--- src/rtl/fir_in_ctrl_if.sv ---
// Control bundle between the command layer, the upstream sample source and the
// FIR input stage. The sequencer uses the slave modport; the driving side uses master.
interface fir_in_ctrl_if #(
    parameter int DELAY_W = 6,
    parameter int SHIFT_W = 4,
    parameter int LEN_W   = 16
);
    logic               cfg_valid;
    logic               cfg_ready;
    logic               cfg_mode;
    logic [DELAY_W-1:0] cfg_delay;
    logic [SHIFT_W-1:0] cfg_shift;
    logic [LEN_W-1:0]   cfg_len;
    logic               abort;
    logic               src_valid;
    logic               src_ready;
    logic               dp_valid;
    logic               dp_ready;
    logic               out_fire;
    logic               mode;
    logic [DELAY_W-1:0] delay;
    logic [SHIFT_W-1:0] shift;
    logic               flush;
    logic               busy;
    logic               done;
    logic               aborted;

    modport slave (
        input  cfg_valid, cfg_mode, cfg_delay, cfg_shift, cfg_len, abort,
               src_valid, dp_ready, out_fire,
        output cfg_ready, src_ready, dp_valid, mode, delay, shift, flush,
               busy, done, aborted
    );

    modport master (
        output cfg_valid, cfg_mode, cfg_delay, cfg_shift, cfg_len, abort,
               src_valid, dp_ready, out_fire,
        input  cfg_ready, src_ready, dp_valid, mode, delay, shift, flush,
               busy, done, aborted
    );
endinterface

--- src/rtl/fir_in_ctrl.sv ---
// Frame sequencer for the FIR input stage: flush, settle, admit cfg_len samples,
// then wait for the same number of pops before reporting done (or aborted).
module fir_in_ctrl #(
    parameter int DELAY_W    = 6,
    parameter int SHIFT_W    = 4,
    parameter int LEN_W      = 16,
    parameter int FLUSH_CYC  = 2,
    parameter int SETTLE_CYC = 4
) (
    input  logic         clk,
    input  logic         rst,
    fir_in_ctrl_if.slave bus
);
    localparam int MAX_CYC = (FLUSH_CYC > SETTLE_CYC) ? FLUSH_CYC : SETTLE_CYC;
    localparam int CNT_W   = $clog2(MAX_CYC + 1);
    localparam logic [CNT_W-1:0] FLUSH_LAST  = CNT_W'(FLUSH_CYC - 1);
    localparam logic [CNT_W-1:0] SETTLE_LAST = CNT_W'(SETTLE_CYC - 1);

    typedef enum logic [2:0] {S_IDLE, S_FLUSH, S_SETTLE, S_RUN, S_DRAIN} state_e;

    state_e             state_q, state_d;
    logic [CNT_W-1:0]   cyc_cnt_q, cyc_cnt_d;
    logic [LEN_W-1:0]   len_q, len_d;
    logic [LEN_W-1:0]   in_cnt_q, in_cnt_d;
    logic [LEN_W-1:0]   out_cnt_q, out_cnt_d;
    logic               abort_pend_q, abort_pend_d;
    logic               mode_q, mode_d;
    logic [DELAY_W-1:0] delay_q, delay_d;
    logic [SHIFT_W-1:0] shift_q, shift_d;
    logic               flush_q, flush_d;
    logic               busy_q, busy_d;
    logic               cfg_ready_q, cfg_ready_d;
    logic               done_q, done_d;
    logic               aborted_q, aborted_d;

    logic               src_ready;
    logic               sample_acc;
    logic               fire_cnt;

    // abort gates src_ready in the same cycle so no sample slips into an aborted frame
    assign src_ready  = (state_q == S_RUN) && bus.dp_ready && (in_cnt_q < len_q) && !bus.abort;
    assign sample_acc = bus.src_valid && src_ready;
    assign fire_cnt   = bus.out_fire && (out_cnt_q < len_q);

    always_ff @(posedge clk or posedge rst) begin
        if (rst) begin
            state_q      <= S_IDLE;
            cyc_cnt_q    <= '0;
            len_q        <= '0;
            in_cnt_q     <= '0;
            out_cnt_q    <= '0;
            abort_pend_q <= 1'b0;
            mode_q       <= 1'b0;
            delay_q      <= '0;
            shift_q      <= '0;
            flush_q      <= 1'b0;
            busy_q       <= 1'b0;
            cfg_ready_q  <= 1'b0;
            done_q       <= 1'b0;
            aborted_q    <= 1'b0;
        end else begin
            state_q      <= state_d;
            cyc_cnt_q    <= cyc_cnt_d;
            len_q        <= len_d;
            in_cnt_q     <= in_cnt_d;
            out_cnt_q    <= out_cnt_d;
            abort_pend_q <= abort_pend_d;
            mode_q       <= mode_d;
            delay_q      <= delay_d;
            shift_q      <= shift_d;
            flush_q      <= flush_d;
            busy_q       <= busy_d;
            cfg_ready_q  <= cfg_ready_d;
            done_q       <= done_d;
            aborted_q    <= aborted_d;
        end
    end

    always_comb begin
        state_d      = state_q;
        cyc_cnt_d    = cyc_cnt_q;
        len_d        = len_q;
        in_cnt_d     = in_cnt_q;
        out_cnt_d    = out_cnt_q;
        abort_pend_d = abort_pend_q;
        mode_d       = mode_q;
        delay_d      = delay_q;
        shift_d      = shift_q;
        done_d       = 1'b0;
        aborted_d    = 1'b0;

        case (state_q)
            S_IDLE: begin
                if (bus.cfg_valid && cfg_ready_q) begin
                    state_d      = S_FLUSH;
                    cyc_cnt_d    = '0;
                    abort_pend_d = 1'b0;
                    len_d        = bus.cfg_len;
                    mode_d       = bus.cfg_mode;
                    delay_d      = bus.cfg_delay;
                    shift_d      = bus.cfg_shift;
                end
            end
            S_FLUSH: begin
                in_cnt_d  = '0;
                out_cnt_d = '0;
                if (bus.abort) begin
                    abort_pend_d = 1'b1;
                end
                if (cyc_cnt_q == FLUSH_LAST) begin
                    cyc_cnt_d = '0;
                    if (abort_pend_d) begin
                        state_d      = S_IDLE;
                        abort_pend_d = 1'b0;
                        aborted_d    = 1'b1;
                    end else begin
                        state_d = S_SETTLE;
                    end
                end else begin
                    cyc_cnt_d = cyc_cnt_q + CNT_W'(1);
                end
            end
            S_SETTLE: begin
                if (bus.abort) begin
                    state_d      = S_FLUSH;
                    cyc_cnt_d    = '0;
                    abort_pend_d = 1'b1;
                end else if (cyc_cnt_q == SETTLE_LAST) begin
                    cyc_cnt_d = '0;
                    if (len_q == '0) begin
                        state_d = S_IDLE;
                        done_d  = 1'b1;
                    end else begin
                        state_d = S_RUN;
                    end
                end else begin
                    cyc_cnt_d = cyc_cnt_q + CNT_W'(1);
                end
            end
            S_RUN: begin
                if (bus.abort) begin
                    state_d      = S_FLUSH;
                    cyc_cnt_d    = '0;
                    abort_pend_d = 1'b1;
                end else begin
                    if (sample_acc) begin
                        in_cnt_d = in_cnt_q + LEN_W'(1);
                    end
                    if (fire_cnt) begin
                        out_cnt_d = out_cnt_q + LEN_W'(1);
                    end
                    if (in_cnt_d == len_q) begin
                        if (out_cnt_d == len_q) begin
                            state_d = S_IDLE;
                            done_d  = 1'b1;
                        end else begin
                            state_d = S_DRAIN;
                        end
                    end
                end
            end
            S_DRAIN: begin
                if (bus.abort) begin
                    state_d      = S_FLUSH;
                    cyc_cnt_d    = '0;
                    abort_pend_d = 1'b1;
                end else begin
                    if (fire_cnt) begin
                        out_cnt_d = out_cnt_q + LEN_W'(1);
                    end
                    if (out_cnt_d == len_q) begin
                        state_d = S_IDLE;
                        done_d  = 1'b1;
                    end
                end
            end
            default: begin
                state_d = S_IDLE;
            end
        endcase
    end

    always_comb begin
        flush_d     = (state_d == S_FLUSH);
        busy_d      = (state_d != S_IDLE);
        cfg_ready_d = (state_d == S_IDLE);
    end

    assign bus.cfg_ready = cfg_ready_q;
    assign bus.src_ready = src_ready;
    assign bus.dp_valid  = sample_acc;
    assign bus.mode      = mode_q;
    assign bus.delay     = delay_q;
    assign bus.shift     = shift_q;
    assign bus.flush     = flush_q;
    assign bus.busy      = busy_q;
    assign bus.done      = done_q;
    assign bus.aborted   = aborted_q;
endmodule

--- src/flat_wrapper.sv ---
// flat-port wrapper written by rule: the top's interface ports become plain ports
module fir_in_ctrl_flat 
#(
    parameter int DELAY_W    = 6,
    parameter int SHIFT_W    = 4,
    parameter int LEN_W      = 16,
    parameter int FLUSH_CYC  = 2,
    parameter int SETTLE_CYC = 4
)
  (clk, rst, bus_cfg_valid, bus_cfg_mode, bus_cfg_delay, bus_cfg_shift, bus_cfg_len, bus_abort, bus_src_valid, bus_dp_ready, bus_out_fire, bus_cfg_ready, bus_src_ready, bus_dp_valid, bus_mode, bus_delay, bus_shift, bus_flush, bus_busy, bus_done, bus_aborted);
  fir_in_ctrl_if #(.DELAY_W(DELAY_W), .SHIFT_W(SHIFT_W), .LEN_W(LEN_W)) bus_i ();
  input  logic clk;
  input  logic rst;
  input wire logic [$bits(bus_i.cfg_valid)-1:0] bus_cfg_valid;
  input wire logic [$bits(bus_i.cfg_mode)-1:0] bus_cfg_mode;
  input wire logic [$bits(bus_i.cfg_delay)-1:0] bus_cfg_delay;
  input wire logic [$bits(bus_i.cfg_shift)-1:0] bus_cfg_shift;
  input wire logic [$bits(bus_i.cfg_len)-1:0] bus_cfg_len;
  input wire logic [$bits(bus_i.abort)-1:0] bus_abort;
  input wire logic [$bits(bus_i.src_valid)-1:0] bus_src_valid;
  input wire logic [$bits(bus_i.dp_ready)-1:0] bus_dp_ready;
  input wire logic [$bits(bus_i.out_fire)-1:0] bus_out_fire;
  output wire logic [$bits(bus_i.cfg_ready)-1:0] bus_cfg_ready;
  output wire logic [$bits(bus_i.src_ready)-1:0] bus_src_ready;
  output wire logic [$bits(bus_i.dp_valid)-1:0] bus_dp_valid;
  output wire logic [$bits(bus_i.mode)-1:0] bus_mode;
  output wire logic [$bits(bus_i.delay)-1:0] bus_delay;
  output wire logic [$bits(bus_i.shift)-1:0] bus_shift;
  output wire logic [$bits(bus_i.flush)-1:0] bus_flush;
  output wire logic [$bits(bus_i.busy)-1:0] bus_busy;
  output wire logic [$bits(bus_i.done)-1:0] bus_done;
  output wire logic [$bits(bus_i.aborted)-1:0] bus_aborted;
  assign bus_i.cfg_valid = bus_cfg_valid;
  assign bus_i.cfg_mode = bus_cfg_mode;
  assign bus_i.cfg_delay = bus_cfg_delay;
  assign bus_i.cfg_shift = bus_cfg_shift;
  assign bus_i.cfg_len = bus_cfg_len;
  assign bus_i.abort = bus_abort;
  assign bus_i.src_valid = bus_src_valid;
  assign bus_i.dp_ready = bus_dp_ready;
  assign bus_i.out_fire = bus_out_fire;
  assign bus_cfg_ready = bus_i.cfg_ready;
  assign bus_src_ready = bus_i.src_ready;
  assign bus_dp_valid = bus_i.dp_valid;
  assign bus_mode = bus_i.mode;
  assign bus_delay = bus_i.delay;
  assign bus_shift = bus_i.shift;
  assign bus_flush = bus_i.flush;
  assign bus_busy = bus_i.busy;
  assign bus_done = bus_i.done;
  assign bus_aborted = bus_i.aborted;
  fir_in_ctrl #(.DELAY_W(DELAY_W), .SHIFT_W(SHIFT_W), .LEN_W(LEN_W), .FLUSH_CYC(FLUSH_CYC), .SETTLE_CYC(SETTLE_CYC)) u_core (.clk(clk), .rst(rst), .bus(bus_i));
endmodule
--- config.mk ---
export PLATFORM = sky130hd
export DESIGN_NAME = fir_in_ctrl_flat
export DESIGN_NICKNAME = d
export VERILOG_FILES = /design/src/rtl/fir_in_ctrl_if.sv /design/src/rtl/fir_in_ctrl.sv /design/src/flat_wrapper.sv
export SDC_FILE = /design/constraint.sdc
export NUM_CORES = 1
export LEC_CHECK = 0
export ABC_AREA = 1
export CAP_MARGIN = 20
export CORE_ASPECT_RATIO = 1.4
export CORE_UTILIZATION = 45
export DETAILED_ROUTE_END_ITERATION = 10
export PLACE_DENSITY = 0.65
export SLEW_MARGIN = 20
export SYNTH_ARGS = -nofsm -noshare
export SYNTH_HDL_FRONTEND = slang
export SYNTH_SLANG_ARGS = --single-unit
--- constraint.sdc ---
create_clock -name clk -period 4.3 [get_ports clk]
set_input_delay 0.86 -clock clk [delete_from_list [all_inputs] [get_ports clk]]
set_output_delay 0.86 -clock clk [all_outputs]
set_load 0.01 [all_outputs]
==> impl_metrics.toml, run 1 <==
[timing]
max_clock_freq_ghz = 0.268
finalHoldViolCount = 0
slew_viol_final = 0
timing.final.ws_setup_ns = 0.573
slew_headroom = 0.392
setup_viol = 0
finClkSkew_ns = 0.00537
fin_crit_sh = 0.867
finalSetupTns_ns = 0
tightest_slew_ns = 0.913
rsz0062_at_grt = "false"
fin_hold_ws_ns = 0.490
min_period_ns = 3.73

[grt]
grt_max_degree = 72
met2_usage = 0.430
grt_pass1_vias = 5397
grt-ovfl-total = 0
grt_use_met1 = 0.325
track_usage = 0.261
globalRouteMet3Util = 0.0379
grt_pass1_wl_microns = 25700
globalRoute.busiestLayer = "met2"
antenna_found_initial = 0

[cells_and_area]
fin_area_sq_um = 6520
area_growth_pct = 18.9
final_common_cell = "nand2_1"
drive_above_1_share = 0.0671
num_antenna_cells = 0
nets = 915
mostFrequentLayoutCells = "nand2_1, inv_1, nand3_1"

[hold_path]
worstHoldPathType = "flip-flop to flip-flop"

[clock_tree]
cts_resized = 0
clockRootBuffer = "clkbuf_16"
clk_path_buf_depth = 2
cts_tree = "built"
clkTransAtPathRegs_ns = 0.06
cts_setup_buffers = 0
clock_latency_ns = 0.34
numCtsBuffers = 9
cts_max_level = 3
hold_buffers = 0
cts_num_sinks = 71

[setup_path]
crit_required_ns = 3.44
crit_type = "input port to output port"
endpoint_kind = "output port"
max_stage_delay_ns = 0.60
crit_buf_inv = 3
cp_top_family = "buffers and inverters"
cp_slowest_cell = "clkdlybuf4s50_1"
start_kind = "input port"
cp_cell_sequence = "clkdlybuf4s50_1, nor2_8, nand3_4, nor2_8, nand3_4, inv_1, clkdlybuf4s50_1"
arrival_ns = 2.87
crit_fanout = 18

[floorplanning]
die_h_microns = 133
ios = 52
fp.dieW_microns = 95.3
dieArea_sq_um = 12600
rows = 47
core_area_sq_um = 11800
floorplan.initialDensity = 0.464

[synthesis]
yosys_warnings = 0
ys_seq_elements = 71
synth-edff-count = 0
post-synth-top-area-fraction = 0.324
yosysUniqueCellTypes = 36
synth_area_leaders = "dfrtp_1, nand2_1, ha_1, nand3_1, inv_1"
synth_fp_nets = 861
synth_largest_area_cell = "dfrtp_1"
syn_avg_cell_area_sq_um = 6.93
synthFlopType = "dfrtp_1"
syn-instance-count = 791
postSynth.asyncResetShare = 1.00
ys_seq_area_frac = 0.324
syn_area_sq_um = 5480

[drt]
first_iter_violations = 284
drt-vias-per-instance = 5.56
wl_per_cell_microns = 15.5
route.antenna.remaining_nets = 0
vias = 5546
drc = 0
dr.pass1.iters = 6
wl_microns = 15500

[run_status]
status = "complete, no violations"

[place]
place_ws_ns = 0.442
gp_congestion = 0.869
port_buffers = 51
placed_cell_area_sq_um = 6150
dpl.hpwl_microns = 11800

[pwr]
leakage_uw = 0.00317
power.density_nw_per_um2 = 500
power_uw = 3260
vdd_drop_max_uv = 300

[job]
cap_viol_max_count = 0
-- area by class of cell --
class / count / area (sq um)
repair buffers: 59 / 571
clock buffers: 11 / 243
well taps: 147 / 184
inverters: 94 / 353
flip-flops and latches: 71 / 1780
fillers: 1144 / 5300
multi-input cells: 610 / 3270
clock inverters: 5 / 129
-- power by group --
group / switching, uW / leakage (uW) / internal (uW)
clock: 291 / 0.000180 / 642
combinational: 788 / 0.00209 / 516
sequential: 178 / 0.000902 / 845
total: 1260 / 0.00317 / 2000
-- synthesized netlist by cell type, types with 2 or more instances --
library cell,instances
buf_4,2
o22ai_1,31
mux2_2,11
buf_2,4
ha_1,36
nor2_1,74
xor2_1,18
nand3b_1,2
clkinv_1,2
nand3_4,2
a21oi_1,29
nor3_1,16
clkbuf_1,8
nand3_1,89
o21ai_1,3
nand4_2,3
inv_1,90
buf_6,2
nand4_1,22
nand2_1,236
nor2_8,2
nand2_2,10
inv_2,2
o21ai_0,12
dfrtp_1,71
nor4_1,4
-- worst paths after layout --
path                                      from                   end  slack, ns  cells after the start
hold / removal             u_core.abort_pend_q   u_core.abort_pend_q       0.49                      1
max in group asynchronous                  rst  u_core.out_cnt_q[14]       2.59                      3
min in group asynchronous                  rst   u_core.bus.shift[2]       1.12                      3
hold reg to reg            u_core.abort_pend_q   u_core.abort_pend_q       0.49                      1
setup reg to reg              u_core.len_q[10]       u_core.bus.busy       0.86                     22
setup / recovery                     bus_abort          bus_dp_valid       0.57                      7
-- registers in the layout, summed over array words and instances, names as in the netlist --
signal,cells
u_core.in_cnt_q,16
u_core.len_q,16
u_core.out_cnt_q,16
u_core.bus.delay,6
u_core.bus.shift,4
u_core.cyc_cnt_q,3
u_core.state_q,3
u_core.abort_pend_q,1
u_core.bus.aborted,1
u_core.bus.busy,1
u_core.bus.cfg_ready,1
u_core.bus.done,1
u_core.bus.flush,1
u_core.bus.mode,1
-- stage by stage --
step           std cells   util
5_1_grt              997  0.552
4_1_cts              997  0.552
6_report             997  0.552
3_3_place_gp         981  0.520
3_5_place_dp         981  0.520
2_1_floorplan        791      -
-- kinds of logic (layout without fill, tap and decap cells) --
logic type / count (synthesis) / count (layout) / synth area share
XOR/XNOR: 19 / 19 / 0.0304
flip-flops: 71 / 71 / 0.324
AND/OR/NAND/NOR: 464 / 464 / 0.378
adder cells (fa/ha/maj): 36 / 36 / 0.0822
multiplexers: 11 / 11 / 0.0226
AO/OA/AOI/OAI: 80 / 80 / 0.0824
buffers and inverters: 110 / 169 / 0.0803
-- metal layers --
metal	share of wire	wire length, microns	vias up
li1	-	-	2741
met1	0.42	6530	2562
met2	0.49	7570	193
met3	0.050	766	50
met4	0.039	608	0
met5	0	0	-
No activity file was read; power rests on OpenSTA's default activity.
==> run 2: changes to the inputs <==
Settings changed: PLACE_DENSITY 0.65 to 0.68.
Clock period 4.3 ns to 3 ns, I/O delays scaled along.
==> impl_metrics.toml, run 2 (synthesized netlist as in run 1, its figures left out) <==
[drt]
route.antenna.remaining_nets = 0
dr.pass1.iters = 5
vias = 5902
first_iter_violations = 253
wl_microns = 17700
drt-vias-per-instance = 5.43
drc = 0
wl_per_cell_microns = 16.3

[cells_and_area]
reg_top3 = "u_core.in_cnt_q: 16 flops, u_core.len_q: 16 flops, u_core.out_cnt_q: 16 flops"
num_antenna_cells = 0
drive_above_1_share = 0.180
area_growth_pct = 32.6
finalNonFillerCells = 1087
n_fill_cell = 1084
mostFrequentLayoutCells = "nand2_1, buf_4, nand3_1"
nets = 1006
fin_util = 0.615
final_common_cell = "nand2_1"

[timing]
timing.final.ws_setup_ns = 0.110
setup_viol = 0
slew_headroom = 0.599
tightest_slew_ns = 0.600
finClkSkew_ns = 0.00671
fin_crit_sh = 0.963
max_clock_freq_ghz = 0.346
min_period_ns = 2.89
slew_viol_final = 0
finalHoldViolCount = 0

[clock_tree]
hold_buffers = 0
clock_latency_ns = 0.34
clockRootBuffer = "clkbuf_16"
clk_path_buf_depth = 2
numCtsBuffers = 9
cts_num_sinks = 71
cts_max_level = 3
clkTransAtPathRegs_ns = 0.06
cts_tree = "built"

[place]
gp_congestion = 0.912
place_inst = 1065
dpl.hpwl_microns = 13800
port_buffers = 51
place_ws_ns = -0.170

[floorplanning]
dieArea_sq_um = 12600
die_h_microns = 133
core_area_sq_um = 11800
rows = 47
ios = 52
fp.dieW_microns = 95.3
floorplan.initialDensity = 0.464

[hold_path]
worstHoldPathType = "flip-flop to flip-flop"

[setup_path]
crit_top_cell = "nand2_1"
crit_buf_inv = 3
crit_type = "flip-flop to flip-flop"
cp_slowest_cell = "dfrtp_1"
reg2reg_slack_ns = 0.11
cp_top_family = "simple AND/OR/NAND/NOR gates"
crit_required_ns = 3.22
endpoint_kind = "flip-flop"
crit_fanout = 5
max_stage_delay_ns = 0.40
cp_cell_sequence = "inv_2, buf_4, ha_4, a21oi_2, nor2_1, nor3_1, nand2_2, nand2_2, buf_4, nand3_1, nand2_1, nand2_1, nand2_1, nand3_1, nor2_1, nand2_1, nor2_2, nand2_1, o211ai_1"
arrival_ns = 3.11
start_kind = "flip-flop"

[pwr]
leakage_uw = 0.00359
power.density_nw_per_um2 = 682
vdd_drop_max_uv = 448

[grt]
track_usage = 0.298
grt-ovfl-total = 0
grt_pass1_wl_microns = 28600
grt_pass1_vias = 5887
grt_max_degree = 47
antenna_found_initial = 0

[run_status]
status = "complete, no violations"

[job]
cap_viol_max_count = 0
run 2: final timing paths:
check | cells past startpoint | end | start
min | 1 | u_core.bus.delay[1] | u_core.bus.delay[1]
max in group asynchronous | 3 | u_core.in_cnt_q[11] | rst
max | 19 | u_core.bus.done | u_core.len_q[5]
min in group asynchronous | 2 | u_core.bus.shift[0] | rst
max reg2reg | 19 | u_core.bus.done | u_core.len_q[5]
min reg2reg | 1 | u_core.bus.delay[1] | u_core.bus.delay[1]
run 2: through the flow:
stage	total power, uW	hold slack, ns	instance area, sq um	setup TNS (ns)
floorplan	2610	0.450	5480	0
finish	4960	0.501	7270	0
global route	5290	0.524	7270	-0.0273
CTS	4930	0.505	7170	0
global placement	3640	0.470	6820	-0.582
detailed placement	3710	0.491	6820	-0.717
run 2: metal layers:
layer,wire length [microns],share of wire,vias up,GRT usage
met5,0,0,-,0
met4,758,0.043,0,0.141
met3,677,0.038,47,0.0437
met2,8780,0.50,162,0.502
met1,7490,0.42,2765,0.365
li1,-,-,2928,-
run 2: power by group:
group	total (uW)	internal, uW	switching, uW
logic	2400	1040	1360
clock network	1170	747	419
registers	1390	1210	174
total	4960	3000	1950
run 2: final cells by class:
type                    instances  area (sq um)  area share
flip-flops and latches         71          1780       0.245
well taps                     147           184      0.0253
repair buffers                150          1320       0.181
clock buffers                  12           246      0.0339
clock inverters                 3          67.6     0.00929
inverters                      94           353      0.0485
multi-input cells             610          3320       0.457
run 2: timing repair:
action	CTS	global route
setup buffers	3	4
pin swaps	0	6
endpoints found under the setup margin	2	6
gates resized for setup	15	20
